--- config.mk ---
export PLATFORM = sky130hd
export DESIGN_NAME = prog_loader
export DESIGN_NICKNAME = d
export VERILOG_FILES = /design/src/rtl/prog_loader.sv
export SDC_FILE = /design/constraint.sdc
export NUM_CORES = 1
export LEC_CHECK = 0
export BUFFER_PORTS_ARGS = -buffer_cell sky130_fd_sc_hd__buf_2
export CAP_MARGIN = 30
export CORE_ASPECT_RATIO = 0.8
export CORE_MARGIN = 2
export CORE_UTILIZATION = 43
export DETAILED_ROUTE_END_ITERATION = 7
export PLACE_DENSITY_LB_ADDON = 0.15
export SETUP_SLACK_MARGIN = 0.05
export SYNTH_ARGS = -nofsm -noshare
export SYNTH_HDL_FRONTEND = slang
export SYNTH_SLANG_ARGS = --single-unit
--- constraint.sdc ---
create_clock -name clk -period 2.8 [get_ports clk]
set_input_delay 0.14 -clock clk [delete_from_list [all_inputs] [get_ports clk]]
set_output_delay 0.14 -clock clk [all_outputs]
set_load 0.01 [all_outputs]
--- src/rtl/prog_loader.sv ---
// prog_loader: assembles a length-prefixed byte stream into 32-bit words
// and writes them to consecutive word addresses from BASE_ADDR.
// Ports: clk, reset (async, active-high); start; byte_valid/byte_data/
// byte_ready stream input; mem_we/mem_a/mem_wd memory write port;
// busy, cpu_hold, done, err, word_count status.
// Optional: PROG_LOADER_CHECKSUM_EN adds a trailing XOR checksum byte.
module prog_loader #(
  parameter logic [31:0] BASE_ADDR = 32'h0000_0000,
  parameter int          MAX_WORDS = 128
) (
  input  logic        clk,
  input  logic        reset,
  input  logic        start,
  input  logic        byte_valid,
  input  logic [7:0]  byte_data,
  output logic        byte_ready,
  output logic        mem_we,
  output logic [31:0] mem_a,
  output logic [31:0] mem_wd,
  output logic        busy,
  output logic        cpu_hold,
  output logic        done,
  output logic        err,
  output logic [7:0]  word_count
);

  typedef enum logic [2:0] {
    S_IDLE,
    S_LEN,
    S_BYTES,
    S_WRITE,
`ifdef PROG_LOADER_CHECKSUM_EN
    S_CHK,
`endif
    S_DONE
  } state_t;

`ifdef PROG_LOADER_CHECKSUM_EN
  localparam state_t S_END = S_CHK;
`else
  localparam state_t S_END = S_DONE;
`endif

  state_t      r_state;
  logic [7:0]  r_n;
  logic [7:0]  r_widx;
  logic [1:0]  r_bidx;
  logic [23:0] r_acc;
`ifdef PROG_LOADER_CHECKSUM_EN
  logic [7:0]  r_csum;
`endif

  state_t w_nxt;
  logic   w_acc;
  logic   w_over;
  logic   w_last;

  assign w_acc  = byte_valid & byte_ready;
  assign w_over = 32'(byte_data) > MAX_WORDS;
  assign w_last = (r_widx + 8'd1) == r_n;

  always_comb begin
    w_nxt = r_state;
    unique case (r_state)
      S_IDLE, S_DONE: begin
        if (start) w_nxt = S_LEN;
      end
      S_LEN: begin
        if (w_acc) begin
          if (byte_data == 8'd0) w_nxt = S_END;
          else if (w_over)       w_nxt = S_DONE;
          else                   w_nxt = S_BYTES;
        end
      end
      S_BYTES: begin
        if (w_acc && r_bidx == 2'd3) w_nxt = S_WRITE;
      end
      S_WRITE: begin
        w_nxt = w_last ? S_END : S_BYTES;
      end
`ifdef PROG_LOADER_CHECKSUM_EN
      S_CHK: begin
        if (w_acc) w_nxt = S_DONE;
      end
`endif
      default: w_nxt = S_IDLE;
    endcase
  end

  // Status outputs are registered from the next state so they line up
  // exactly with the state they describe.
  always_ff @(posedge clk or posedge reset) begin
    if (reset) begin
      r_state    <= S_IDLE;
      r_n        <= 8'd0;
      r_widx     <= 8'd0;
      r_bidx     <= 2'd0;
      r_acc      <= 24'd0;
`ifdef PROG_LOADER_CHECKSUM_EN
      r_csum     <= 8'd0;
`endif
      byte_ready <= 1'b0;
      mem_we     <= 1'b0;
      mem_a      <= BASE_ADDR;
      mem_wd     <= 32'd0;
      busy       <= 1'b0;
      cpu_hold   <= 1'b0;
      done       <= 1'b0;
      err        <= 1'b0;
      word_count <= 8'd0;
    end else begin
      r_state    <= w_nxt;
      byte_ready <= (w_nxt == S_LEN) || (w_nxt == S_BYTES)
`ifdef PROG_LOADER_CHECKSUM_EN
                    || (w_nxt == S_CHK)
`endif
                    ;
      busy       <= (w_nxt != S_IDLE) && (w_nxt != S_DONE);
      cpu_hold   <= (w_nxt != S_IDLE) && (w_nxt != S_DONE);
      done       <= (w_nxt == S_DONE);
      mem_we     <= (w_nxt == S_WRITE);
      unique case (r_state)
        S_IDLE, S_DONE: begin
          if (start) begin
            word_count <= 8'd0;
            err        <= 1'b0;
`ifdef PROG_LOADER_CHECKSUM_EN
            r_csum     <= 8'd0;
`endif
          end
        end
        S_LEN: begin
          if (w_acc) begin
            r_n    <= byte_data;
            r_widx <= 8'd0;
            r_bidx <= 2'd0;
            if (w_over) err <= 1'b1;
          end
        end
        S_BYTES: begin
          if (w_acc) begin
            r_acc  <= {r_acc[15:0], byte_data};
            r_bidx <= r_bidx + 2'd1;
`ifdef PROG_LOADER_CHECKSUM_EN
            r_csum <= r_csum ^ byte_data;
`endif
            // Present address/data together with the write pulse.
            if (r_bidx == 2'd3) begin
              mem_a  <= BASE_ADDR + {22'd0, r_widx, 2'b00};
              mem_wd <= {r_acc, byte_data};
            end
          end
        end
        S_WRITE: begin
          word_count <= word_count + 8'd1;
          r_widx     <= r_widx + 8'd1;
        end
`ifdef PROG_LOADER_CHECKSUM_EN
        S_CHK: begin
          if (w_acc) err <= (byte_data != r_csum);
        end
`endif
        default: ;
      endcase
    end
  end

endmodule

==> results of run 1 <==
## registers in the layout, summed over array words and instances (netlist names)
name        flops
err             1
done            1
cpu_hold        1
r_bidx          2
mem_we          1
r_acc          24
r_widx          8
byte_ready      1
r_n             8
mem_a           8
word_count      8
r_state         3
mem_wd         32
## path summary, 6_finish.rpt
path	endpoint	slack, ns	cells past startpoint
max	byte_ready	0.67	6
min in group asynchronous	mem_wd[7]	0.46	3
min reg2reg	word_count[7]	0.48	1
max in group asynchronous	word_count[6]	1.55	4
min	mem_wd[2]	0.09	2
max reg2reg	byte_ready	0.67	6
## power by group
part | total [µW] | internal [µW] | switching (µW)
Clock | 1150 | 626 | 520
Combinational | 1290 | 673 | 620
Sequential | 2170 | 1840 | 327
Total | 4610 | 3140 | 1470
## through the flow
stage	instances	setup slack (ns)	instance area [µm²]	hold WS (ns)
final	554	0.666	5050	0.0915
after global routing	554	0.509	5050	0.0885
after CTS	554	0.671	5050	0.0755
after detailed placement	537	0.682	4760	0.302
after global placement	537	0.715	4760	0.294
after floorplan	367	0.0979	4500	0.289
## kinds of logic (layout without fill, tap and decap cells)
| group | count (synthesis) | in the layout | share of synthesized area, % |
|---|---|---|---|
| flops | 98 | 98 | 55.6 |
| mux | 73 | 73 | 19.5 |
| simple gates | 65 | 65 | 7.57 |
| buf+inv | 46 | 93 | 6.83 |
| compound gates | 45 | 45 | 7.03 |
| xor+xnor | 13 | 13 | 2.58 |
| fa+ha+maj | 3 | 3 | 0.851 |
| other cells | 1 | 24 | 0.0850 |
## metal layers
| layer | wire length (µm) | global-route usage [%] |
|---|---|---|
| met1 | 4020 | 22.7 |
| met2 | 3690 | 24.2 |
| met3 | 500 | 5.46 |
| met4 | 56 | 4.12 |
| met5 | 0 | 0 |
## worst register-to-register path: stages, from the launching register on
cell	delay (ns)
dfrtp_1	0.45
ha_1	0.30
xnor2_1	0.16
xnor2_1	0.12
or3_1	0.36
a2111oi_4	0.43
a211oi_1	0.16
## cells in the final DEF (no fill, tap or decap), types with 2 or more instances in the layout
master / n
clkinvlp_4: 2
nand4_1: 2
o21ai_0: 18
a31oi_1: 3
nand2_1: 14
o31ai_1: 3
o41ai_1: 2
and3_1: 5
inv_2: 2
clkinv_2: 2
clkbuf_16: 9
buf_4: 5
nand3_1: 11
o211ai_1: 3
a21oi_1: 4
nor2_1: 17
a22o_1: 2
a21boi_0: 2
clkinv_4: 2
nor3_1: 3
xor2_1: 4
xnor2_1: 9
dfrtp_1: 98
mux2_4: 10
ha_1: 3
nand2_2: 2
conb_1: 24
inv_1: 3
nor2b_1: 2
buf_2: 65
mux2_2: 63
and2_1: 2
a221o_1: 2
## area by class of cell
| cell class | count | area [µm²] | area share (%) |
|---|---|---|---|
| clock buffer | 10 | 239 | 4.73 |
| clock inverter | 6 | 42.5 | 0.842 |
| inverter | 6 | 25.0 | 0.495 |
| multi-input combinational | 223 | 1750 | 34.5 |
| sequential | 98 | 2450 | 48.5 |
| tap | 140 | 175 | 3.47 |
| timing repair buffer | 71 | 373 | 7.38 |
==> key figures, run 1 <==
Pwr
  • Leak: 0.00253 µW
  • Power density cells: 912 nW/µm²
  • Total power: 4610 µW
  • VDD IR max: 490 µV

Run
  • Number of max-cap violations: 0

Floorplanning
  • Core box area: 10100 µm²
  • Site row count: 33
  • Die area: 11100 µm²
  • IO Count: 90
  • Die height: 94.6 µm
  • Initial core utilization: 43.6%
  • Die width: 117 µm

Global routing
  • Largest net degree at the start of global routing: 57
  • Initial antenna violation count: 0
  • GRT Resource Usage Total: 16.2%
  • Vias in the first global route: 2658
  • Total gr overflow: 0
  • Global-route wire length before repair: 13600 µm

Clock tree
  • Worst-skew pair later-pin latency: 0.34 ns
  • Max Buffers Root-to-Sink: 2
  • Total clock sinks: 98
  • Clk slew on worst S/H paths: 0.06 ns
  • CTS H-tree lvls: 3
  • Post-CTS Setup Inserts: 0
  • Cts repair resizes: 0
  • CTS Root Cell: clkbuf_16
  • TritonCTS clock tree: done
  • CTS buffer count: 9
  • Cts hold-fix bufs: 1

Detailed routing
  • Remaining antenna violation count: 0
  • DR pass1 iterations: 4
  • Routed vias: 2744
  • Drt total wl: 8260 µm
  • DR iter-0 viols: 103
  • WL per Instance: 14.9 µm
  • Residual DRC: 0
  • Via density: 4.95

Timing
  • Fin. max-slew vios: 0
  • Post-route clock skew: 0.00689 ns
  • Setup TNS: 0 ns
  • Rel. slew slack: 54.6%
  • Fin crit share: 76.2%
  • Measured slew at the worst slew-check pin: 0.681 ns
  • Final min period: 2.13 ns
  • Max Clk Rate: 469 MHz
  • # setup viols final: 0
  • Final hold vios: 0
  • Unrepaired setup endpoints after global routing: no

Critical path
  • Arr. time, crit path: 2.31 ns
  • Slowest CP cell: dfrtp_1
  • Critical path launch point: r_widx[0]
  • Worst R2R Start: r_widx[0]
  • Worst EP required: 2.98 ns
  • Crit Path Max Fanout: 7
  • Crit-path leading delay family: compound AO/OA/AOI/OAI gates
  • Crit path top cell by count: xnor2_1
  • Critical Path, Cell by Cell: ha_1 -> xnor2_1 -> xnor2_1 -> or3_1 -> a2111oi_4 -> a211oi_1
  • Critical path's largest stage delay: 0.45 ns
  • CP Launch Type: register
  • Buffers & Inverters on Critical Path: 0
  • CP Class: reg -> reg
  • Crit end category: register

Placed design
  • DP HPWL: 5730 µm
  • Routability cong.: 0.769
  • # port buffers: 65

Yosys
  • Post-synthesis register bit count: 98
  • FFs w/ async S/R, synth: 100%
  • Top area cells in the synthesized netlist: dfrtp_1 56%, mux2_2 16%, buf_4 4.8%, mux2_4 3.4%, o21ai_0 2.0%
  • Share of the synthesized area in the top cell type: 55.6%
  • Mean post-synth cell area: 12.8 µm²
  • Post-Synthesis Cell Area: 4410 µm²
  • Synthesized instance count: 344
  • Most numerous cell in the Yosys netlist: dfrtp_1
  • Synth area leader: dfrtp_1
  • Top_reg_cell synth: dfrtp_1
  • Post-synthesis sequential area ratio: 55.6%
  • Synth warn: 0
  • Commonest cells post-synth: 98 x dfrtp_1, 63 x mux2_2, 28 x buf_4, 18 x o21ai_0, 17 x nor2_1
  • Post-synth EDFFs: 0
  • Distinct cells, synth: 45

Layout
  • Layout fillers: 944
  • Final core occ: 49.9%
  • Layout cells sized above 1: 40.6%
  • Area grow syn2layout: 14.5%
  • Diode count: 0
  • # nets final: 424

Min path
  • Tightest Hold Check Type: in -> reg
  • Hold path start: byte_data[2]

Status
  • Status: completed
No activity file was read; power rests on OpenSTA's default activity.
==> run 2: changes to the inputs <==
- clock period: 2.8 -> 1.9 ns (I/O delays scaled with it)
==> key figures, run 2 (synthesis results as in run 1) <==
Timing
  • Final min period: 1.84 ns
  • Max Clk Rate: 544 MHz
  • Post-route clock skew: 0.00588 ns
  • Setup TNS: 0 ns
  • Measured slew at the worst slew-check pin: 0.553 ns
  • Final setup margin: 0.0626 ns
  • Rel. slew slack: 63.2%
  • Final hold vios: 0
  • Fin crit share: 96.7%
  • Fin. max-slew vios: 0
  • # setup viols final: 0
  • Unrepaired setup endpoints after global routing: yes

Placed design
  • Routability cong.: 0.772
  • Placed cell area: 4880 µm²
  • Setup slack at placement: -0.0874 ns
  • # port buffers: 65
  • DP HPWL: 5770 µm
  • Placed Cells: 549

Pwr
  • Total power: 7370 µW
  • Power density cells: 1390 nW/µm²
  • VDD IR max: 783 µV
  • Leak: 0.00265 µW

Min path
  • Hold path cells: 2
  • Min-Delay Endpoint: mem_wd[1]
  • Hold path start: byte_data[1]
  • Tightest Hold Check Type: in -> reg

Layout
  • Max FFs per register: 32
  • Cell Count, Final, Fillers Out: 567
  • Area grow syn2layout: 20.3%
  • # nets final: 438
  • Diode count: 0
  • Layout cells sized above 1: 44.7%
  • Commonest non-fill, non-tap cell in the layout: dfrtp_1
  • Fin area: 5310 µm²
  • Top reg by flops: mem_wd
  • Biggest regs: mem_wd: 32 flops, r_acc: 24 flops
  • Highest-count cells in the layout ignoring fill and taps: 97 x dfrtp_1, 65 x buf_2, 63 x mux2_2

Status
  • Status: completed

Clock tree
  • CTS buffer count: 9
  • Total clock sinks: 98
  • Clk slew on worst S/H paths: 0.06 ns
  • CTS Root Cell: clkbuf_16
  • CTS H-tree lvls: 3
  • Worst-skew pair later-pin latency: 0.34 ns
  • Max Buffers Root-to-Sink: 2
  • TritonCTS clock tree: done

Floorplanning
  • Die width: 117 µm
  • Die height: 94.6 µm
  • Site row count: 33
  • IO Count: 90
  • Initial core utilization: 43.6%
  • Die area: 11100 µm²
  • Core box area: 10100 µm²

Critical path
  • Reg2Reg Depth: 7
  • Critical Path, Cell by Cell: ha_4 -> and3_4 -> xnor2_2 -> a31oi_2 -> a2111oi_4 -> buf_4 -> a311oi_2
  • Crit Path Max Fanout: 5
  • Reg2reg setup slack: 0.06 ns
  • Slowest CP cell: dfrtp_1
  • Worst EP required: 2.11 ns
  • Critical path's largest stage delay: 0.41 ns
  • CP Class: reg -> reg
  • CP Launch Type: register
  • RR Endpoint: r_state[1]
  • Arr. time, crit path: 2.05 ns
  • Critical path launch point: r_widx[1]
  • Worst R2R Start: r_widx[1]
  • Crit end category: register

Detailed routing
  • DR iter-0 viols: 121
  • Drt total wl: 8690 µm
  • WL per Instance: 15.3 µm
  • Routed vias: 2822
  • Via density: 4.98
  • DR pass1 iterations: 4
  • Remaining antenna violation count: 0
  • Residual DRC: 0

Global routing
  • Vias in the first global route: 2691
  • Initial antenna violation count: 0
  • Global-route wire length before repair: 14000 µm
  • Largest net degree at the start of global routing: 99
  • Total gr overflow: 0
  • GRT Resource Usage Total: 16.6%

Run
  • Number of max-cap violations: 0
[run 2: per-layer routing]
metal / GRT usage (%) / wire length (µm) / vias to the layer above
met4: 5.00 / 106 / 0
met5: 0 / 0 / -
met2: 24.8 / 3950 / 85
met1: 23.4 / 4140 / 1411
li1: - / - / 1317
met3: 4.94 / 485 / 9
[run 2: repair_timing]
action                                  4_1_cts  5_1_grt
endpoints found under the setup margin        5        8
endpoints found under the hold margin        98        0
resized for setup                             2       10
hold buffers                                  1        0
pin swaps                                     2        4
buffers inserted                              2        3
[run 2: cell type report]
cell class | count | area [µm²]
Clock buffer | 9 | 225
Clock inverter | 6 | 115
Fill cell | 910 | 4810
Inverter | 6 | 26.3
Multi-Input combinational cell | 223 | 1810
Sequential cell | 98 | 2450
Tap cell | 140 | 175
Timing Repair Buffer | 85 | 503
[run 2: power breakdown]
group / switching, µW / leakage (µW) / internal, µW
registers: 450 / 0.00129 / 2720
logic: 1020 / 0.00120 / 1110
clock network: 787 / 0.000162 / 1290
total: 2250 / 0.00265 / 5110
[run 2: how the worst max path moves through the flow]
stage	endpoint	slack, ns	cells past startpoint
after global routing	r_state[1]	-0.04	5
final	r_state[1]	0.06	7
after CTS	done	0.05	7
after detailed placement	r_state[1]	-0.09	6
after global placement	r_state[1]	0.01	6
after floorplan	r_state[1]	0.06	6
[run 2: per-stage QoR]
| stage | hold slack [ns] | utilization (%) |
|---|---|---|
| detailed placement | 0.285 | 48.2 |
| global route | 0.0479 | 52.5 |
| finish | 0.0482 | 52.5 |
| global placement | 0.288 | 48.2 |
| CTS | 0.0376 | 51.9 |
| floorplan | 0.244 | - |
[run 2: critical path: cells and delay by family, from the launching register on]
kind | cells | cell delay, ns
xor+xnor | 1 | 0.14
simple gates | 1 | 0.19
fa+ha+maj | 1 | 0.19
compound gates | 3 | 0.58
flops | 1 | 0.41
buf+inv | 1 | 0.20
==> run 3: changes to the inputs <==
- CTS_BUF_LIST: unset -> sky130_fd_sc_hd__clkbuf_4
- PLACE_DENSITY: unset -> 0.69
- PLACE_DENSITY_LB_ADDON: 0.15 -> unset
==> key figures, run 3 (synthesis results as in run 1) <==
Layout
  • Cell Count, Final, Fillers Out: 577
  • Layout fillers: 903
  • Diode count: 0
  • Biggest regs: mem_wd: 32 flops, r_acc: 24 flops
  • Top reg by flops: mem_wd
  • Highest-count cells in the layout ignoring fill and taps: 96 x dfrtp_1, 65 x buf_2, 63 x mux2_2
  • Area grow syn2layout: 18.3%
  • Layout cells sized above 1: 44.2%
  • Commonest non-fill, non-tap cell in the layout: dfrtp_1
  • Max FFs per register: 32
  • # nets final: 447

Timing
  • Max Clk Rate: 520 MHz
  • Post-route clock skew: 0.0252 ns
  • Final hold vios: 0
  • Final min period: 1.92 ns
  • # setup viols final: 3
  • Fin. max-slew vios: 0
  • Measured slew at the worst slew-check pin: 0.525 ns
  • WHS: 0.239 ns
  • Unrepaired setup endpoints after global routing: yes
  • Rel. slew slack: 65.0%
  • Fin crit share: 101%
  • Final setup margin: -0.0248 ns

Placed design
  • # port buffers: 65
  • Placed Cells: 548
  • Routability cong.: 0.828
  • DP HPWL: 5750 µm

Floorplanning
  • Site row count: 33
  • Core box area: 10100 µm²
  • IO Count: 90
  • Die area: 11100 µm²
  • Die height: 94.6 µm
  • Die width: 117 µm
  • Initial core utilization: 43.6%

Global routing
  • Vias in the first global route: 2760
  • GRT Resource Usage Total: 16.1%
  • Largest net degree at the start of global routing: 99
  • Initial antenna violation count: 0
  • Global-route wire length before repair: 13800 µm
  • Total gr overflow: 0

Critical path
  • CP Launch Type: register
  • RR Endpoint: r_state[1]
  • Crit Path Max Fanout: 5
  • Worst R2R Start: r_widx[1]
  • CP Class: reg -> reg
  • Crit end category: register
  • Reg2reg setup slack: -0.02 ns
  • Worst EP required: 2.22 ns
  • Reg2Reg Depth: 7
  • Arr. time, crit path: 2.24 ns

Clock tree
  • Total clock sinks: 98
  • TritonCTS clock tree: done
  • Max Buffers Root-to-Sink: 2
  • CTS buffer count: 9
  • Worst-skew pair later-pin latency: 0.45 ns
  • CTS Root Cell: clkbuf_4
  • CTS H-tree lvls: 3
  • Clk slew on worst S/H paths: 0.16 ns

Detailed routing
  • Routed vias: 2884
  • Drt total wl: 8480 µm
  • Via density: 5.00
  • Remaining antenna violation count: 0
  • DR pass1 iterations: 4
  • DR iter-0 viols: 111
  • Residual DRC: 0
  • WL per Instance: 14.7 µm

Min path
  • Tightest Hold Check Type: in -> reg
  • Min-Delay Endpoint: r_state[0]
  • Hold path start: byte_valid
  • Hold path cells: 4

Status
  • Status: finished, violations left
  • Failing checks: setup timing

Pwr
  • Power density cells: 1250 nW/µm²
  • Total power: 6500 µW
  • Leak: 0.00260 µW
  • VDD IR max: 602 µV

Run
  • Number of max-cap violations: 0
[run 3: final cells by class]
type	instances	area, µm²	share of cell area (%)
sequential	98	2450	47.0
multi-input combinational	223	1820	34.8
timing repair buffer	94	597	11.4
tap	140	175	3.35
clock inverter	7	82.6	1.58
clock buffer	9	67.6	1.29
inverter	6	26.3	0.503
[run 3: routing by layer]
layer	track usage, %	part of all wire, %
met5	0	0
met4	3.92	1.6
met3	4.94	5.4
met2	24.8	46
met1	22.4	47
[run 3: through the flow]
stage | setup TNS (ns) | util [%] | instance area (µm²) | setup slack [ns]
after detailed placement | -0.232 | 48.2 | 4870 | -0.0834
after floorplan | 0 | - | 4510 | 0.0642
after CTS | 0 | 51.1 | 5170 | 0.0456
after global placement | 0 | 48.2 | 4870 | 0.0318
after global routing | -0.302 | 51.6 | 5220 | -0.0886
final | -0.0277 | 51.6 | 5220 | -0.0248
[run 3: worst max-delay path: stages (launching register included)]
cell and delay (ns):
dfrtp_1 0.45, ha_4 0.20, and3_4 0.19, xnor2_2 0.15
a31oi_2 0.13, a2111oi_4 0.37, buf_4 0.20, a311oi_2 0.09
[run 3: where the power goes]
group | leakage [µW] | switching [µW] | internal, µW
Sequential | 0.00129 | 468 | 2710
Clock | 0.0000755 | 737 | 425
Combinational | 0.00123 | 1020 | 1140
Total | 0.00260 | 2230 | 4280
[run 3: what timing repair did]
item / CTS / global route
hold buffers: 10 / 0
pin swaps: 3 / 7
cloned: 0 / 0
endpoints found under the setup margin: 5 / 7
gates resized for setup: 5 / 10
hold endpoints to repair: 124 / 0
setup buffers: 2 / 2
[run 3: worst max-delay path by stage]
| stage | slack (ns) | start | to |
|---|---|---|---|
| 6_report | -0.02 | r_widx[1] | r_state[1] |
| 2_1_floorplan | 0.06 | r_widx[0] | r_state[1] |
| 3_5_place_dp | -0.08 | r_widx[1] | r_state[1] |
| 4_1_cts | 0.05 | r_widx[1] | done |
| 5_1_grt | -0.09 | r_widx[1] | r_state[1] |
| 3_3_place_gp | 0.03 | r_widx[0] | r_state[1] |
